<file path="config.mk">
export PLATFORM = sky130hd
export DESIGN_NAME = ber_test_controller
export DESIGN_NICKNAME = d
export VERILOG_FILES = /design/src/rtl/ber_test_controller.sv
export SDC_FILE = /design/constraint.sdc
export NUM_CORES = 1
export LEC_CHECK = 0
export ABC_AREA = 1
export CAP_MARGIN = 10
export CORE_AREA = 4 4 116 228
export CTS_BUF_LIST = sky130_fd_sc_hd__clkbuf_16
export DETAILED_ROUTE_END_ITERATION = 10
export DIE_AREA = 0 0 120 232
export HOLD_SLACK_MARGIN = 0.12
export PLACE_DENSITY_LB_ADDON = 0.12
export RECOVER_POWER = 100
export SLEW_MARGIN = 20
export SYNTH_ARGS = -nofsm -noshare
export SYNTH_HDL_FRONTEND = slang
export SYNTH_SLANG_ARGS = --single-unit
</file>
<file path="constraint.sdc">
create_clock -name clock -period 7.2 [get_ports clock]
set_input_delay 2.16 -clock clock [delete_from_list [all_inputs] [get_ports clock]]
set_output_delay 2.16 -clock clock [all_outputs]
set_load 0.01 [all_outputs]
</file>
<file path="src/rtl/ber_test_controller.sv">
`default_nettype none
// ============================================================================
//  Module      : ber_test_controller
//  Description : Sequences one bit-error-ratio test run around the PRBS-7 /
//                PRBS-13 pattern generator pair and the receive comparator.
//                Latches the pattern mode and test length on start, holds the
//                generators in reset while seeding, waits for receive lock,
//                then counts checked words and errored bits until the
//                programmed length is reached, and reports with a done pulse.
//
//  Ports       : clock        - system clock, rising edge
//                reset        - asynchronous, active-low reset
//                start        - begin a test (only honoured when idle)
//                abort        - cancel a running test
//                mode_sel     - 0 = PRBS-13, 1 = PRBS-7 (latched on start)
//                test_len     - number of rx words to check (latched on start)
//                rx_valid     - comparator word strobe
//                rx_err       - per-bit mismatch vector (expected ^ received)
//                prbs_control - latched mode select to the generators
//                gen_reset    - 1 holds the generators in reset
//                busy         - test in progress (seed / sync / run)
//                locked       - receive lock achieved (held until next start)
//                done         - one-cycle pulse at the end of a test
//                sync_fail    - sticky: lock not reached in time
//                aborted      - sticky: last test was cancelled
//                word_count   - words checked while running
//                err_count    - errored bits while running (saturating)
//                inject_req   - (ERR_INJECT_EN only) request one injected error
//                inject_mask  - (ERR_INJECT_EN only) single-bit error mask
//
//  Options     : define ERR_INJECT_EN to add the one-shot error injector.
//
//  Revision    : 1.0 - initial release
// ============================================================================
module ber_test_controller #(
    parameter int PAT_W    = 13,
    parameter int CNT_W    = 32,
    parameter int ERR_W    = 24,
    parameter int LOCK_CNT = 16,
    parameter int SYNC_TMO = 1024,
    parameter int SEED_CYC = 2
) (
    input  logic             clock,
    input  logic             reset,
    input  logic             start,
    input  logic             abort,
    input  logic             mode_sel,
    input  logic [CNT_W-1:0] test_len,
    input  logic             rx_valid,
    input  logic [PAT_W-1:0] rx_err,
`ifdef ERR_INJECT_EN
    input  logic             inject_req,
    output logic [PAT_W-1:0] inject_mask,
`endif
    output logic             prbs_control,
    output logic             gen_reset,
    output logic             busy,
    output logic             locked,
    output logic             done,
    output logic             sync_fail,
    output logic             aborted,
    output logic [CNT_W-1:0] word_count,
    output logic [ERR_W-1:0] err_count
);

    // ------------------------------------------------------------------------
    // Constants
    // ------------------------------------------------------------------------
    localparam logic [2:0] S_IDLE = 3'd0;
    localparam logic [2:0] S_SEED = 3'd1;
    localparam logic [2:0] S_SYNC = 3'd2;
    localparam logic [2:0] S_RUN  = 3'd3;
    localparam logic [2:0] S_DONE = 3'd4;

    localparam int RUN_W  = $clog2(LOCK_CNT + 1);
    localparam int TMO_W  = $clog2(SYNC_TMO + 1);
    localparam int SEED_W = (SEED_CYC > 1) ? $clog2(SEED_CYC) : 1;
    localparam int POP_W  = $clog2(PAT_W + 1);
    localparam int ERR_W1 = ERR_W + 1;

    localparam logic [RUN_W-1:0]  LOCK_VAL  = RUN_W'(LOCK_CNT);
    localparam logic [TMO_W-1:0]  TMO_VAL   = TMO_W'(SYNC_TMO);
    localparam logic [SEED_W-1:0] SEED_LAST = SEED_W'(SEED_CYC - 1);

    // ------------------------------------------------------------------------
    // State and datapath registers
    // ------------------------------------------------------------------------
    logic [2:0]        state_q,      state_d;
    logic              mode_q,       mode_d;
    logic [CNT_W-1:0]  len_q,        len_d;
    logic [SEED_W-1:0] seed_cnt_q,   seed_cnt_d;
    logic [RUN_W-1:0]  run_cnt_q,    run_cnt_d;
    logic [TMO_W-1:0]  tmo_cnt_q,    tmo_cnt_d;
    logic [CNT_W-1:0]  word_count_q, word_count_d;
    logic [ERR_W-1:0]  err_count_q,  err_count_d;
    logic              locked_q,     locked_d;
    logic              sync_fail_q,  sync_fail_d;
    logic              aborted_q,    aborted_d;

    // ------------------------------------------------------------------------
    // Popcount of the mismatch vector. All PAT_W bits are counted; in PRBS-7
    // mode the comparator is responsible for zeroing the unused upper bits.
    // ------------------------------------------------------------------------
    logic [POP_W-1:0]  pop_cnt;
    logic [ERR_W:0]    err_sum;

    always_comb begin
        pop_cnt = '0;
        for (int i = 0; i < PAT_W; i++) begin
            pop_cnt = pop_cnt + POP_W'(rx_err[i]);
        end
    end

    // One extra bit catches overflow so the counter can saturate at all-ones.
    assign err_sum = {1'b0, err_count_q} + ERR_W1'(pop_cnt);

    // ------------------------------------------------------------------------
    // Next-state logic
    // ------------------------------------------------------------------------
    always_comb begin
        state_d      = state_q;
        mode_d       = mode_q;
        len_d        = len_q;
        seed_cnt_d   = seed_cnt_q;
        run_cnt_d    = run_cnt_q;
        tmo_cnt_d    = tmo_cnt_q;
        word_count_d = word_count_q;
        err_count_d  = err_count_q;
        locked_d     = locked_q;
        sync_fail_d  = sync_fail_q;
        aborted_d    = aborted_q;

        case (state_q)
            S_IDLE: begin
                if (start) begin
                    mode_d       = mode_sel;
                    len_d        = test_len;
                    word_count_d = '0;
                    err_count_d  = '0;
                    locked_d     = 1'b0;
                    sync_fail_d  = 1'b0;
                    aborted_d    = 1'b0;
                    seed_cnt_d   = '0;
                    state_d      = S_SEED;
                end
            end

            S_SEED: begin
                if (abort) begin
                    aborted_d = 1'b1;
                    state_d   = S_IDLE;
                end else if (seed_cnt_q == SEED_LAST) begin
                    // Both sync counters start fresh on entry to SYNC.
                    run_cnt_d = '0;
                    tmo_cnt_d = '0;
                    state_d   = S_SYNC;
                end else begin
                    seed_cnt_d = seed_cnt_q + SEED_W'(1);
                end
            end

            S_SYNC: begin
                if (abort) begin
                    aborted_d = 1'b1;
                    state_d   = S_IDLE;
                end else begin
                    tmo_cnt_d = tmo_cnt_q + TMO_W'(1);
                    if (rx_valid) begin
                        // Any errored word restarts the clean-word run.
                        run_cnt_d = (rx_err == '0) ? (run_cnt_q + RUN_W'(1)) : '0;
                    end
                    // Lock is checked first so a coincident timeout loses.
                    if (run_cnt_d == LOCK_VAL) begin
                        locked_d = 1'b1;
                        state_d  = S_RUN;
                    end else if (tmo_cnt_d == TMO_VAL) begin
                        sync_fail_d = 1'b1;
                        state_d     = S_DONE;
                    end
                end
            end

            S_RUN: begin
                if (abort) begin
                    aborted_d = 1'b1;
                    state_d   = S_IDLE;
                end else if (len_q == '0) begin
                    // Zero-length test finishes immediately without counting.
                    state_d = S_DONE;
                end else if (rx_valid) begin
                    word_count_d = word_count_q + CNT_W'(1);
                    if (err_sum[ERR_W]) begin
                        err_count_d = '1;
                    end else begin
                        err_count_d = err_sum[ERR_W-1:0];
                    end
                    if (word_count_d == len_q) begin
                        state_d = S_DONE;
                    end
                end
            end

            S_DONE: begin
                state_d = S_IDLE;
            end

            default: begin
                state_d = S_IDLE;
            end
        endcase
    end

    // ------------------------------------------------------------------------
    // Registers
    // ------------------------------------------------------------------------
    always_ff @(posedge clock or negedge reset) begin
        if (!reset) begin
            state_q      <= S_IDLE;
            mode_q       <= 1'b0;
            len_q        <= '0;
            seed_cnt_q   <= '0;
            run_cnt_q    <= '0;
            tmo_cnt_q    <= '0;
            word_count_q <= '0;
            err_count_q  <= '0;
            locked_q     <= 1'b0;
            sync_fail_q  <= 1'b0;
            aborted_q    <= 1'b0;
        end else begin
            state_q      <= state_d;
            mode_q       <= mode_d;
            len_q        <= len_d;
            seed_cnt_q   <= seed_cnt_d;
            run_cnt_q    <= run_cnt_d;
            tmo_cnt_q    <= tmo_cnt_d;
            word_count_q <= word_count_d;
            err_count_q  <= err_count_d;
            locked_q     <= locked_d;
            sync_fail_q  <= sync_fail_d;
            aborted_q    <= aborted_d;
        end
    end

    // ------------------------------------------------------------------------
    // Outputs: decoded directly from registered state.
    // ------------------------------------------------------------------------
    assign prbs_control = mode_q;
    assign gen_reset    = (state_q != S_SYNC) && (state_q != S_RUN);
    assign busy         = (state_q == S_SEED) || (state_q == S_SYNC) || (state_q == S_RUN);
    assign done         = (state_q == S_DONE);
    assign locked       = locked_q;
    assign sync_fail    = sync_fail_q;
    assign aborted      = aborted_q;
    assign word_count   = word_count_q;
    assign err_count    = err_count_q;

`ifdef ERR_INJECT_EN
    // ------------------------------------------------------------------------
    // One-shot error injector: a request during RUN arms it, the next valid
    // word carries a single bit-0 error, then it disarms. Requests while
    // already armed simply merge into the pending injection.
    // ------------------------------------------------------------------------
    logic inj_armed_q, inj_armed_d;
    logic inj_fire;

    assign inj_fire = inj_armed_q && rx_valid && (state_q == S_RUN);

    always_comb begin
        inj_armed_d = inj_armed_q;
        if (state_q != S_RUN) begin
            inj_armed_d = 1'b0;
        end else if (inj_fire) begin
            inj_armed_d = 1'b0;
        end else if (inject_req) begin
            inj_armed_d = 1'b1;
        end
    end

    always_ff @(posedge clock or negedge reset) begin
        if (!reset) begin
            inj_armed_q <= 1'b0;
        end else begin
            inj_armed_q <= inj_armed_d;
        end
    end

    assign inject_mask = {{(PAT_W-1){1'b0}}, inj_fire};
`endif

endmodule

`default_nettype wire

</file>
== Yosys cells after proc, flatten, opt, wreduce, memory -nomap -nowiden ==
Index checks and enable logic that the tools add are counted.

* Add/sub/neg operators: 17
* Equality and inequality tests: 24
* Multiplexer cells: 47
* Reductions and logical operators: 20

{| class="wikitable"
|+ Operator list
! kind !! number
|-
| 2-to-1 mux 32 bit || 4
|-
| 2-to-1 mux 24 bit || 5
|-
| case mux 32 bit (2 select lines) || 1
|-
| case mux 24 bit (2 select lines) || 1
|-
| adder 4 x 1 -> 4 bit || 9
|-
| 2-to-1 mux 5 bit || 7
|-
| 2-to-1 mux 11 bit || 3
|-
| adder 32 x 1 -> 32 bit (second input constant) || 1
|-
| equality test 32 bit || 1
|-
| logical NOT 32 bit || 1
|-
| 2-to-1 mux 3 bit || 10
|-
| adder 24 x 4 -> 25 bit || 1
|-
| case mux 11 bit (2 select lines) || 1
|-
| inequality test 2 bit (second input constant) || 10
|-
| AND reduction 5 bit || 3
|-
| logical NOT 13 bit || 1
|-
| inequality test 4 bit (second input constant) || 3
|-
| case mux 3 bit (4 select lines) || 1
|-
| adder 11 x 1 -> 11 bit (second input constant) || 1
|-
| equality test 11 bit (second input constant) || 1
|-
| case mux 5 bit (2 select lines) || 1
|-
| nonzero test 2 bit || 5
|-
| 2-to-1 mux 1 bit || 9
|-
| case mux 1 bit (2 select lines) || 4
|-
| 19 further kinds || 24
|}

* Register bits: 112
* Input bits: 51
* Output and inout bits: 63
* Logic and storage cells: 119

== Longest topological paths before layout ==
Gate-level depths: netlist of the first run.

* Word-level depth: 18
* Depth in mapped cells: 22
* Mapped depth without buffers: 22

== Least setup slack after synthesis of the first run ==
Ideal clock, no wire load.

* Path type: in2reg
* Start point: in rx_err[0]
* End point: reg err_count_q[14] (netlist: err_count[14])
* Library setup time: 0.130 ns
* Data arrival time: 5.827 ns
* Data required time: 7.070 ns
* Setup slack: 1.243 ns
* Stages on the path: 21
* Buffers on the path: 1
* Cell sequence: fa_1 inv_1 fa_1 fa_1 fa_1 inv_1 ha_1 fa_1 nand3_1 nand3_1 nand2_1 o31ai_1 nand2_1 nor2_2 inv_2 nor3_4 nand2_2 inv_2 buf_6 o21ai_0 o21ai_0

* Longest elaborated chain between the ends: 18

{| class="wikitable"
|+ Ends and longest elaborated chain
! what !! RTL line !! source
|-
| from (decl) || 50 || <nowiki>input logic [PAT_W-1:0] rx_err,</nowiki>
|-
| adder 1 x 1 -> 2 bit || 110 || <nowiki>pop_cnt = pop_cnt + POP_W'(rx_err[i]);</nowiki>
|-
| adder 2 x 1 -> 3 bit || 110 ||
|-
| adder 3 x 1 -> 4 bit || 110 ||
|-
| adder 4 x 1 -> 4 bit (9 in series) || 110 ||
|-
| adder 24 x 4 -> 25 bit || 115 || <nowiki>assign err_sum = {1'b0, err_count_q} + ERR_W1'(pop_cnt);</nowiki>
|-
| 2-to-1 mux 24 bit || 192 || <nowiki>if (err_sum[ERR_W]) begin</nowiki>
|-
| 2-to-1 mux 24 bit || 190 || <nowiki>end else if (rx_valid) begin</nowiki>
|-
| 2-to-1 mux 24 bit || 187 || <nowiki>end else if (len_q == '0) begin</nowiki>
|-
| 2-to-1 mux 24 bit || 184 || <nowiki>if (abort) begin</nowiki>
|-
| case mux 24 bit (2 select lines) || 133 || <nowiki>case (state_q)</nowiki>
|-
| to (signal assigned) || 237 || <nowiki>err_count_q <= err_count_d;</nowiki>
|-
| to (decl) || 95 || <nowiki>logic [ERR_W-1:0] err_count_q, err_count_d;</nowiki>
|}

No other way between the ends. The select of a mux whose other input is x is not followed.
A chain may end at the register's enable or synchronous reset.

== Worst setup path after layout of the first run ==
* Start point: in rx_err[0]
* End point: reg err_count_q[0] (netlist: err_count[0])

Same word-level chain as after synthesis.

==> results.py, run 1 <==
metrics = {
    "worst_setup_path": {
        "rrSetupSlack_ps": 2320,
        "slowest_stage": "fa_1",
        "path_class": "input port to register",
        "r2r_end": "word_count[15]$_DFFE_PN0P_",
        "arrival_ps": 6870,
        "crit_top_cell": "fa_1",
        "crit_path_max_fanout": 16,
        "crit_chain": "clkdlybuf4s50_1, fa_1, inv_1, fa_1, fa_1, fa_1, inv_1, ha_1, fa_1, nand3_1, nand3_1, nand2_1, o31ai_1, nand2_1, nor2_1, inv_2, nor3_1, nand2_2, inv_2, o21ai_0, o21ai_0",
        "critPathBufInv": 5,
        "cp.required_ps": 7470,
        "start_kind": "input port",
        "critPathTopFamily": "adder cells",
        "r2r_start": "state_q[2]$_DFFE_PN0P_",
        "worstSetupEndpointType": "register",
        "r2r_cells": 9,
        "cp_slowest_stage_delay_ps": 550,
    },
    "routing": {
        "wl_per_cell_um": 16.7,
        "wl_met3_um": 822,
        "drc": 0,
        "wl_met1_um": 8640,
        "wl_met2_um": 14000,
        "ant_nets": 0,
        "highest_layer": "met4",
        "vias": 7087,
        "wirelength_um": 24900,
        "vias_per_cell": 4.76,
        "drt-initial-drc-count": 294,
        "dr.pass1.iters": 5,
    },
    "min_path": {
        "hold_depth": 2,
        "hold_class": "register to register",
        "hp-start": "prbs_control$_DFFE_PN0P_",
        "hold-path-endpoint": "prbs_control$_DFFE_PN0P_",
    },
    "die": {
        "die-width_um": 120,
        "rows": 81,
        "die_h_um": 232,
        "core_mm2": 0.0246,
        "die_area_mm2": 0.0278,
        "start_util": 0.295,
        "io_pins": 114,
    },
    "clock_tree": {
        "cts_root_buffer": "clkbuf_16",
        "path_clk_slew_ps": 80,
        "clockBufferDepth": 2,
        "cts_setup_buffers": 0,
        "cts_tree": "yes",
        "htreeDepth": 3,
        "cts_made_buffers": 9,
        "clkLatencyLatePin_ps": 380,
        "hold_buffers": 0,
        "cts_sinks": 112,
        "ctsResizeCount": 0,
    },
    "cells_and_area": {
        "drive_above_1_share": 0.0355,
        "fin_cells": 1488,
        "syn_to_final_growth_pct": 23.9,
        "utilization": 0.365,
        "nets": 1225,
    },
    "global_routing": {
        "antenna_found_initial": 1,
        "grt_usage": 0.185,
        "grt_pass1_vias": 7467,
        "grt_max_degree": 64,
        "grt_remaining_overflow": 0,
        "grt_pass1_wl_um": 39400,
    },
    "place": {
        "dp_hpwl_um": 19400,
        "gp_congestion": 0.916,
        "io_buffer_count": 113,
        "pre_cts_ws_ps": 427,
        "post-place-cells": 1472,
    },
    "power": {
        "internal_power_uw": 1330,
        "p_clk_frac": 0.233,
        "worst_ir_drop_vdd_mv": 0.130,
        "leakagePower_uw": 0.00430,
        "combPwrFrac": 0.376,
        "powerDensity_mw_per_mm2": 248,
        "p_sw_frac": 0.404,
        "p_sw_uw": 901,
        "p_seq_frac": 0.391,
    },
    "yosys": {
        "yosysMostFrequentCell": "nand2_1",
        "synth.area.top_cells": "dfrtp_1, nand2_1, inv_1, nand3_1, o21ai_0",
        "synth_top_area_frac": 0.386,
        "synth.ff_latch_count": 112,
        "synth_largest_area_cell": "dfrtp_1",
        "syn-instance-count": 1043,
        "yosysSeqAreaShare": 0.386,
        "syn_avg_cell_area_um2": 6.96,
        "ys.flop_type": "dfrtp_1",
        "synth_cell_types": 36,
        "syn_nets": 1117,
        "synth_edf_count": 0,
        "ys_top_cells_by_count": "nand2_1, inv_1, dfrtp_1",
        "ys_warn_count": 0,
        "synth-async-reset-ratio": 1.00,
        "synthesis.area_mm2": 0.00726,
    },
    "sta": {
        "fmaxAchievable_mhz": 152,
        "worst_pin_slew_ps": 3690,
        "clock_skew_ps": 13.5,
        "tns_ps": 0,
        "min_period_ps": 6600,
        "hold_viol_final": 0,
        "post-route-worst-setup-slack_ps": 602,
        "drv_slew": 158,
        "setup_viol": 0,
        "rsz0062_at_grt": "no",
        "finalCritPeriodShare": 0.916,
        "relSlewSlack": -1.46,
    },
    "status": {
        "outcome": "finished, violations left",
        "violations": "capacitance limit, slew limit",
    },
    "flow_run": {
        "max_cap_violations": 3,
    },
}
## kinds of logic (layout without fill, tap and decap cells)
logic type	after synthesis	after routing	synth area share
AND/OR/NAND/NOR	575	575	0.343
flip-flops	112	112	0.386
buffers and inverters	170	282	0.0894
XOR/XNOR	25	25	0.0302
adder cells (fa/ha/maj)	23	23	0.0489
other	0	1	0
AO/OA/AOI/OAI	138	138	0.103
## layout make-up
cell class / instances / area [um2]
inverter: 151 / 567
antenna: 1 / 2.50
timing repair buffer: 116 / 1140
sequential: 112 / 2800
clock inverter: 6 / 52.6
clock buffer: 9 / 225
multi-input combinational: 761 / 3790
tap: 332 / 415
fill: 2677 / 15600
## power by group through the flow
stage	Sequential [uW]	Combinational [uW]	Clock, uW
2_1_floorplan	861	559	0
3_3_place_gp	884	865	0
3_5_place_dp	882	868	0
4_1_cts	872	871	537
5_1_grt	891	968	557
6_report	871	837	518
## placed cells by master, fill, tap and decap left out, types with 9 or more instances in the layout
cell type / count
nand2_1: 331
inv_1: 148
dfrtp_1: 112
nand3_1: 100
o21ai_0: 90
nor2_1: 87
dlygate4sd3_1: 66
clkdlybuf4s50_1: 46
o22ai_1: 26
xor2_1: 24
nor3_1: 15
ha_1: 14
nand4_1: 13
a21oi_1: 13
fa_1: 9
clkbuf_16: 9
## per-layer routing
layer  global-route usage  vias to the layer above
li1                     -                     3554
met1                0.177                     3340
met2                0.357                      135
met3               0.0319                       58
met4                0.113                        0
met5                    0                        -
## worst max path at each step
| stage | start | endpoint | slack [ps] | cells past startpoint |
|---|---|---|---|---|
| floorplan | rx_err[0] | err_count[14]$_DFFE_PN0P_ | 1240 | 21 |
| global placement | rx_err[0] | err_count[22]$_DFFE_PN0P_ | 510 | 21 |
| CTS | rx_err[0] | err_count[0]$_DFFE_PN0P_ | 850 | 21 |
| global route | rx_err[0] | err_count[22]$_DFFE_PN0P_ | 260 | 21 |
| finish | rx_err[0] | err_count[0]$_DFFE_PN0P_ | 600 | 21 |
| detailed placement | rx_err[0] | err_count[4]$_DFFE_PN0P_ | 430 | 21 |
## stage by stage
stage | power, uW | hold slack [ps] | cell area, um2
final | 2230 | 500 | 9000
after detailed placement | 1750 | 481 | 8750
after global placement | 1750 | 472 | 8750
after floorplan | 1420 | 472 | 7260
after CTS | 2280 | 509 | 9030
after global routing | 2420 | 527 | 9000
## registers in the layout, indices dropped and copies added, names as in the netlist
name and count:
state_q 3, prbs_control 1, locked 1, seed_cnt_q 1, tmo_cnt_q 11, len_q 32, run_cnt_q 5, word_count 32
aborted 1, sync_fail 1, err_count 24
## worst reg2reg max path: cells and delay by family, from the launching register on
family / cells / cell delay, ps
buffers and inverters: 2 / 2010
flip-flops: 1 / 450
AO/OA/AOI/OAI: 1 / 220
AND/OR/NAND/NOR: 6 / 2020
Power figures use the tool's default switching activity.
==> inputs of run 2 (changes only) <==
--- a/config.mk
+++ b/config.mk
@@ -7,13 +7,14 @@
 export LEC_CHECK = 0
 export ABC_AREA = 1
 export CAP_MARGIN = 10
-export CORE_AREA = 4 4 116 228
-export CTS_BUF_LIST = sky130_fd_sc_hd__clkbuf_16
+export CORE_AREA = 4 4 83 163
+export CTS_BUF_LIST = sky130_fd_sc_hd__clkbuf_4 sky130_fd_sc_hd__clkbuf_8
 export DETAILED_ROUTE_END_ITERATION = 10
-export DIE_AREA = 0 0 120 232
+export DIE_AREA = 0 0 87 167
 export HOLD_SLACK_MARGIN = 0.12
 export PLACE_DENSITY_LB_ADDON = 0.12
 export RECOVER_POWER = 100
+export SETUP_SLACK_MARGIN = 0.05
 export SLEW_MARGIN = 20
 export SYNTH_ARGS = -nofsm -noshare
 export SYNTH_HDL_FRONTEND = slang
==> run 2 against run 1 <==
Compared with the run above:
- the flow still finishes with violations (capacitance limit, slew limit)
- non-clock buffer count did not move
- core utilization rose by 35 points
- die area fell by 48%
- critical path type unchanged
- combinational power fell by 1%
- setup slack improved by 47 ps
- sequential power barely moved
- routed wire length fell by 14%
- clock skew rose by 4.3 ps
- clock power fell by 23%
- maximum frequency rose by 0.72%
- first-iteration DRC count rose by 27%
==> results.py, run 2 (synthesis gave the netlist of run 1 again) <==
metrics = {
    "status": {
        "outcome": "finished, violations left",
        "violations": "capacitance limit, slew limit",
    },
    "clock_tree": {
        "clockBufferDepth": 2,
        "clkLatencyLatePin_ps": 380,
        "cts_setup_buffers": 0,
        "cts_root_buffer": "clkbuf_8",
        "path_clk_slew_ps": 120,
        "cts_made_buffers": 9,
        "htreeDepth": 3,
        "hold_buffers": 0,
        "ctsResizeCount": 0,
        "cts_sinks": 112,
        "cts_tree": "yes",
    },
    "sta": {
        "rsz0062_at_grt": "no",
        "hold_viol_final": 0,
        "setup_viol": 0,
        "relSlewSlack": -1.05,
        "min_period_ps": 6550,
        "finalCritPeriodShare": 0.910,
        "clock_skew_ps": 17.8,
        "fmaxAchievable_mhz": 153,
        "worst_pin_slew_ps": 3070,
        "drv_slew": 152,
        "holdWs_ps": 498,
        "tns_ps": 0,
    },
    "power": {
        "internal_power_uw": 1230,
        "p_sw_uw": 871,
        "leakagePower_uw": 0.00427,
        "p_seq_frac": 0.416,
        "worst_ir_drop_vdd_mv": 0.210,
        "p_sw_frac": 0.415,
        "p_clk_frac": 0.191,
        "combPwrFrac": 0.393,
        "powerDensity_mw_per_mm2": 241,
    },
    "routing": {
        "wl_per_cell_um": 16.5,
        "wirelength_um": 21500,
        "drt-initial-drc-count": 372,
        "vias_per_cell": 5.62,
        "vias": 7322,
        "drc": 0,
        "dr.pass1.iters": 9,
        "ant_nets": 0,
    },
    "worst_setup_path": {
        "critPathBufInv": 5,
        "cp_slowest_stage_delay_ps": 580,
        "cp.required_ps": 7480,
        "crit_chain": "dlygate4sd3_1, fa_1, inv_1, fa_1, fa_1, fa_1, inv_1, ha_1, fa_1, nand3_1, nand3_1, nand2_1, o31ai_1, nand2_1, nor2_1, clkinv_1, nor3_4, nand2_1, inv_2, o21ai_0, o21ai_0",
        "start_kind": "input port",
        "arrival_ps": 6830,
        "crit_path_max_fanout": 16,
        "slowest_stage": "dlygate4sd3_1",
        "worstSetupEndpointType": "register",
        "path_class": "input port to register",
        "crit_top_cell": "fa_1",
        "critPathTopFamily": "adder cells",
    },
    "global_routing": {
        "grt_usage": 0.303,
        "antenna_found_initial": 0,
        "grt_max_degree": 64,
        "grt_pass1_vias": 7348,
        "grt_remaining_overflow": 0,
        "grt_pass1_wl_um": 34400,
    },
    "cells_and_area": {
        "drive_above_1_share": 0.0372,
        "syn_to_final_growth_pct": 19.8,
        "final_cell_mix": "nand2_1, inv_1, dfrtp_1",
        "nets": 1225,
        "fin_cells": 1303,
        "mostFrequentLayoutCell": "nand2_1",
        "utilization": 0.713,
        "n_antenna_cell": 0,
    },
    "place": {
        "io_buffer_count": 113,
        "gp_congestion": 0.973,
        "dp_hpwl_um": 16500,
        "post-place-cells": 1287,
    },
    "die": {
        "start_util": 0.595,
        "io_pins": 114,
        "die-width_um": 87,
        "die_h_um": 167,
        "core_mm2": 0.0122,
        "die_area_mm2": 0.0145,
        "rows": 57,
    },
    "min_path": {
        "hold_class": "register to register",
    },
    "flow_run": {
        "max_cap_violations": 3,
    },
}
## run 2: power groups by stage
stage	sequential, uW	combinational (uW)	clock [uW]
after floorplan	861	559	0
after global placement	880	821	0
after detailed placement	881	835	0
after CTS	871	840	404
after global routing	891	945	427
final	873	825	401
## run 2: area by class of cell
class                           instances  area (um2)
Inverter                              151         567
Timing Repair Buffer                  116        1140
Fill cell                            1056        3500
Multi-Input combinational cell        761        3800
Clock buffer                            9         124
Tap cell                              147         184
Sequential cell                       112        2800
Clock inverter                          7        76.3
## run 2: final timing paths
kind / startpoint / endpoint / slack (ps) / depth (start not counted)
hold reg to reg: prbs_control$_DFFE_PN0P_ / prbs_control$_DFFE_PN0P_ / 500 / 2
hold / removal: prbs_control$_DFFE_PN0P_ / prbs_control$_DFFE_PN0P_ / 500 / 2
setup reg to reg: state_q[2]$_DFFE_PN0P_ / err_count[10]$_DFFE_PN0P_ / 2590 / 12
max in group asynchronous: reset / err_count[9]$_DFFE_PN0P_ / 1730 / 2
min in group asynchronous: reset / len_q[16]$_DFFE_PN0P_ / 2770 / 1
setup / recovery: rx_err[0] / err_count[11]$_DFFE_PN0P_ / 650 / 21
## run 2: stage by stage
| step | area (um2) | power, uW | worst slack (ps) |
|---|---|---|---|
| global route | 8700 | 2260 | 257 |
| global placement | 8520 | 1700 | 616 |
| floorplan | 7260 | 1420 | 1240 |
| finish | 8700 | 2100 | 649 |
| CTS | 8720 | 2120 | 933 |
| detailed placement | 8520 | 1720 | 542 |
## run 2: per-layer routing
| layer | track usage | share of wire | wire, um |
|---|---|---|---|
| met1 | 0.298 | 0.34 | 7260 |
| met2 | 0.552 | 0.54 | 11600 |
| met3 | 0.0425 | 0.044 | 950 |
| met4 | 0.216 | 0.078 | 1680 |
| met5 | 0 | 0 | 0 |
## run 2: worst reg2reg max path: cells and delay by family (launching register included)
kind / cells / cell delay, ps
AND/OR/NAND/NOR: 8 / 1640
buffers and inverters: 3 / 2160
AO/OA/AOI/OAI: 1 / 260
flip-flops: 1 / 460
==> inputs of run 3 (changes only) <==
--- a/config.mk
+++ b/config.mk
@@ -5,13 +5,14 @@
 export SDC_FILE = /design/constraint.sdc
 export NUM_CORES = 1
 export LEC_CHECK = 0
-export ABC_AREA = 1
 export CAP_MARGIN = 10
-export CORE_AREA = 4 4 83 163
+export CELL_PAD_IN_SITES_DETAIL_PLACEMENT = 2
+export CELL_PAD_IN_SITES_GLOBAL_PLACEMENT = 2
+export CORE_AREA = 4 4 104 205
 export CTS_BUF_LIST = sky130_fd_sc_hd__clkbuf_4 sky130_fd_sc_hd__clkbuf_8
 export DETAILED_ROUTE_END_ITERATION = 10
-export DIE_AREA = 0 0 87 167
-export HOLD_SLACK_MARGIN = 0.12
+export DIE_AREA = 0 0 108 209
+export HOLD_SLACK_MARGIN = 0.03
 export PLACE_DENSITY_LB_ADDON = 0.12
 export RECOVER_POWER = 100
 export SETUP_SLACK_MARGIN = 0.05
==> run 3 against run 2 <==
Compared with the run above:
- the run still ends with capacitance limit, slew limit left
- critical endpoint is now err_count[9]$_DFFE_PN0P_
- maximum frequency fell by 4.7%
- flip-flop and latch count did not move
- design area fell by 1.0%
- total power rose by 4.9%
- worst hold slack improved by 6.7 ps
- clock skew fell by 3.0 ps
- global-route usage fell by 6.5 points
- die area rose by 55%
- highest routed layer unchanged
- combinational power rose by 1%
- via count fell by 6.9%
- synthesized area fell by 3.1%
- core utilization fell by 28 points
==> results.py, run 3 <==
metrics = {
    "place": {
        "io_buffer_count": 113,
        "pre_cts_ws_ps": -80.2,
        "gp_congestion": 0.810,
        "dp_hpwl_um": 19800,
    },
    "die": {
        "rows": 73,
        "die-width_um": 108,
        "die_h_um": 209,
        "core_mm2": 0.0198,
        "start_util": 0.355,
        "io_pins": 114,
        "die_area_mm2": 0.0226,
    },
    "cells_and_area": {
        "syn_to_final_growth_pct": 22.4,
        "multi_input_area_mm2": 0.00398,
        "n_antenna_cell": 0,
        "final_cell_mix": "nand2_1, dfrtp_1, o21ai_0",
        "nFillCells": 2275,
        "nets": 1006,
        "seq_area_mm2": 0.00280,
        "mostFrequentLayoutCell": "nand2_1",
        "drive_above_1_share": 0.0438,
    },
    "routing": {
        "wl_per_cell_um": 21.7,
        "dr.pass1.iters": 4,
        "vias": 6817,
        "ant_nets": 0,
        "drc": 0,
        "wirelength_um": 26100,
        "drt-initial-drc-count": 176,
        "vias_per_cell": 5.69,
    },
    "sta": {
        "holdWs_ps": 505,
        "post-route-worst-setup-slack_ps": 327,
        "worst_pin_slew_ps": 3160,
        "drv_slew": 115,
        "rsz0062_at_grt": "no",
        "min_period_ps": 6870,
        "clock_skew_ps": 14.7,
        "setup_viol": 0,
        "relSlewSlack": -1.11,
        "hold_viol_final": 0,
        "finalCritPeriodShare": 0.955,
        "fmaxAchievable_mhz": 146,
    },
    "worst_setup_path": {
        "arrival_ps": 7170,
        "cp.required_ps": 7500,
        "r2r_end": "err_count[9]$_DFFE_PN0P_",
        "critPathBufInv": 3,
        "worstSetupEndpointType": "register",
        "crit_path_max_fanout": 7,
        "crit_chain": "clkdlybuf4s50_1, fa_1, inv_1, fa_1, fa_1, fa_1, inv_1, ha_1, fa_1, a21oi_1, o21ai_1, a21oi_1, or3_1, or4_1, o21ai_0, a21oi_1, a311oi_1",
        "r2r_cells": 15,
        "r2r_start": "err_count[0]$_DFFE_PN0P_",
        "critPathTopFamily": "adder cells",
        "path_class": "input port to register",
        "rrSetupSlack_ps": 2700,
        "start_kind": "input port",
        "slowest_stage": "or4_1",
        "crit_top_cell": "fa_1",
        "cp_slowest_stage_delay_ps": 650,
    },
    "clock_tree": {
        "cts_root_buffer": "clkbuf_8",
        "path_clk_slew_ps": 120,
        "cts_made_buffers": 9,
        "cts_tree": "yes",
        "cts_sinks": 112,
        "hold_buffers": 0,
        "htreeDepth": 3,
        "clockBufferDepth": 2,
        "cts_setup_buffers": 0,
        "clkLatencyLatePin_ps": 410,
        "ctsResizeCount": 0,
    },
    "status": {
        "outcome": "finished, violations left",
        "violations": "capacitance limit, slew limit",
    },
    "power": {
        "power_uw": 2200,
        "p_sw_uw": 904,
        "worst_ir_drop_vdd_mv": 0.176,
        "leakagePower_uw": 0.00387,
        "powerDensity_mw_per_mm2": 256,
        "p_clk_frac": 0.203,
        "p_sw_frac": 0.411,
        "internal_power_uw": 1300,
        "p_seq_frac": 0.416,
        "combPwrFrac": 0.380,
    },
    "global_routing": {
        "grt_remaining_overflow": 0,
        "grt_pass1_wl_um": 42100,
        "antenna_found_initial": 0,
        "grt_usage": 0.238,
        "grt_max_degree": 60,
        "grt_pass1_vias": 7740,
    },
    "min_path": {
        "hp-start": "prbs_control$_DFFE_PN0P_",
        "hold_depth": 2,
        "hold_class": "register to register",
        "hold-path-endpoint": "prbs_control$_DFFE_PN0P_",
    },
    "yosys": {
        "yosysSeqAreaShare": 0.398,
        "synthesis.area_mm2": 0.00704,
        "ys.flop_type": "dfrtp_1",
        "syn_avg_cell_area_um2": 8.40,
        "synth.ff_latch_count": 112,
        "synth-async-reset-ratio": 1.00,
        "synth_top_area_frac": 0.398,
        "synth_cell_types": 61,
        "ys_top_cells_by_count": "nand2_1, dfrtp_1, o21ai_0",
        "syn_nets": 912,
        "yosysMostFrequentCell": "nand2_1",
        "synth_largest_area_cell": "dfrtp_1",
        "synth.area.top_cells": "dfrtp_1, nand2_1, o21ai_0, xnor2_1, nor2_1",
        "syn-instance-count": 838,
        "ys_warn_count": 0,
        "synth_edf_count": 0,
    },
    "flow_run": {
        "max_cap_violations": 2,
    },
}
==> run 3: cell count changes after synthesis, moves of 25 or more <==
cell	previous run	this run
nor2_1	85	58
o22ai_1	26	1
xnor2_1	1	36
inv_1	145	26
nand2_1	330	163
nand3_1	100	24
==> run 3: cell type report <==
| type | count | share of cell area |
|---|---|---|
| well taps | 262 | 0.0381 |
| clock inverters | 6 | 0.0106 |
| multi-input cells | 659 | 0.462 |
| repair buffers | 124 | 0.138 |
| inverters | 26 | 0.0113 |
| clock buffers | 10 | 0.0153 |
| flip-flops and latches | 112 | 0.325 |
==> run 3: power by group through the flow <==
stage               Combinational (uW)  Clock (uW)  Sequential, uW
floorplan                          572           0             863
global placement                   802           0             920
detailed placement                 863           0             930
CTS                                870         459             919
global route                       954         482             936
finish                             837         448             916
==> run 3: worst min-delay path: cells and delay by family (launching register included) <==
family           cells  cell delay, ps
DFF                  1             360
and+or+nand+nor      2             110
==> run 3: logic make-up after synthesis <==
| family | synth area share |
|---|---|
| AOI/OAI and AO/OA | 0.167 |
| adders and majority gates | 0.0505 |
| muxes | 0.0105 |
| and+or+nand+nor | 0.269 |
| buffers and inverters | 0.0379 |
| DFF | 0.398 |
| xor gates and xnor gates | 0.0672 |
==> run 3: metrics by stage <==
| step | cells | setup TNS (ps) | utilization | cell area [um2] |
|---|---|---|---|---|
| floorplan | 838 | 0 | - | 7040 |
| finish | 1199 | 0 | 0.435 | 8610 |
| detailed placement | 1183 | -165 | 0.425 | 8410 |
| global route | 1199 | 0 | 0.435 | 8610 |
| global placement | 1183 | 0 | 0.425 | 8410 |
| CTS | 1199 | 0 | 0.436 | 8640 |
==> run 3: layer usage <==
metal	global-route usage	vias to the layer above	wire length [um]
met4	0.0806	0	660
li1	-	3134	-
met1	0.245	3533	9530
met2	0.475	117	15200
met5	0	-	0
met3	0.0291	33	675
==> run 3: worst max-delay path by stage <==
stage                    from                         to  slack (ps)  depth (start not counted)
floorplan           rx_err[0]  err_count[11]$_DFFE_PN0P_         720                         16
global placement    rx_err[0]  err_count[11]$_DFFE_PN0P_          90                         17
detailed placement  rx_err[0]   err_count[9]$_DFFE_PN0P_         -80                         17
CTS                 rx_err[0]   err_count[9]$_DFFE_PN0P_         350                         17
global route        rx_err[0]   err_count[9]$_DFFE_PN0P_          70                         17
finish              rx_err[0]   err_count[9]$_DFFE_PN0P_         330                         17
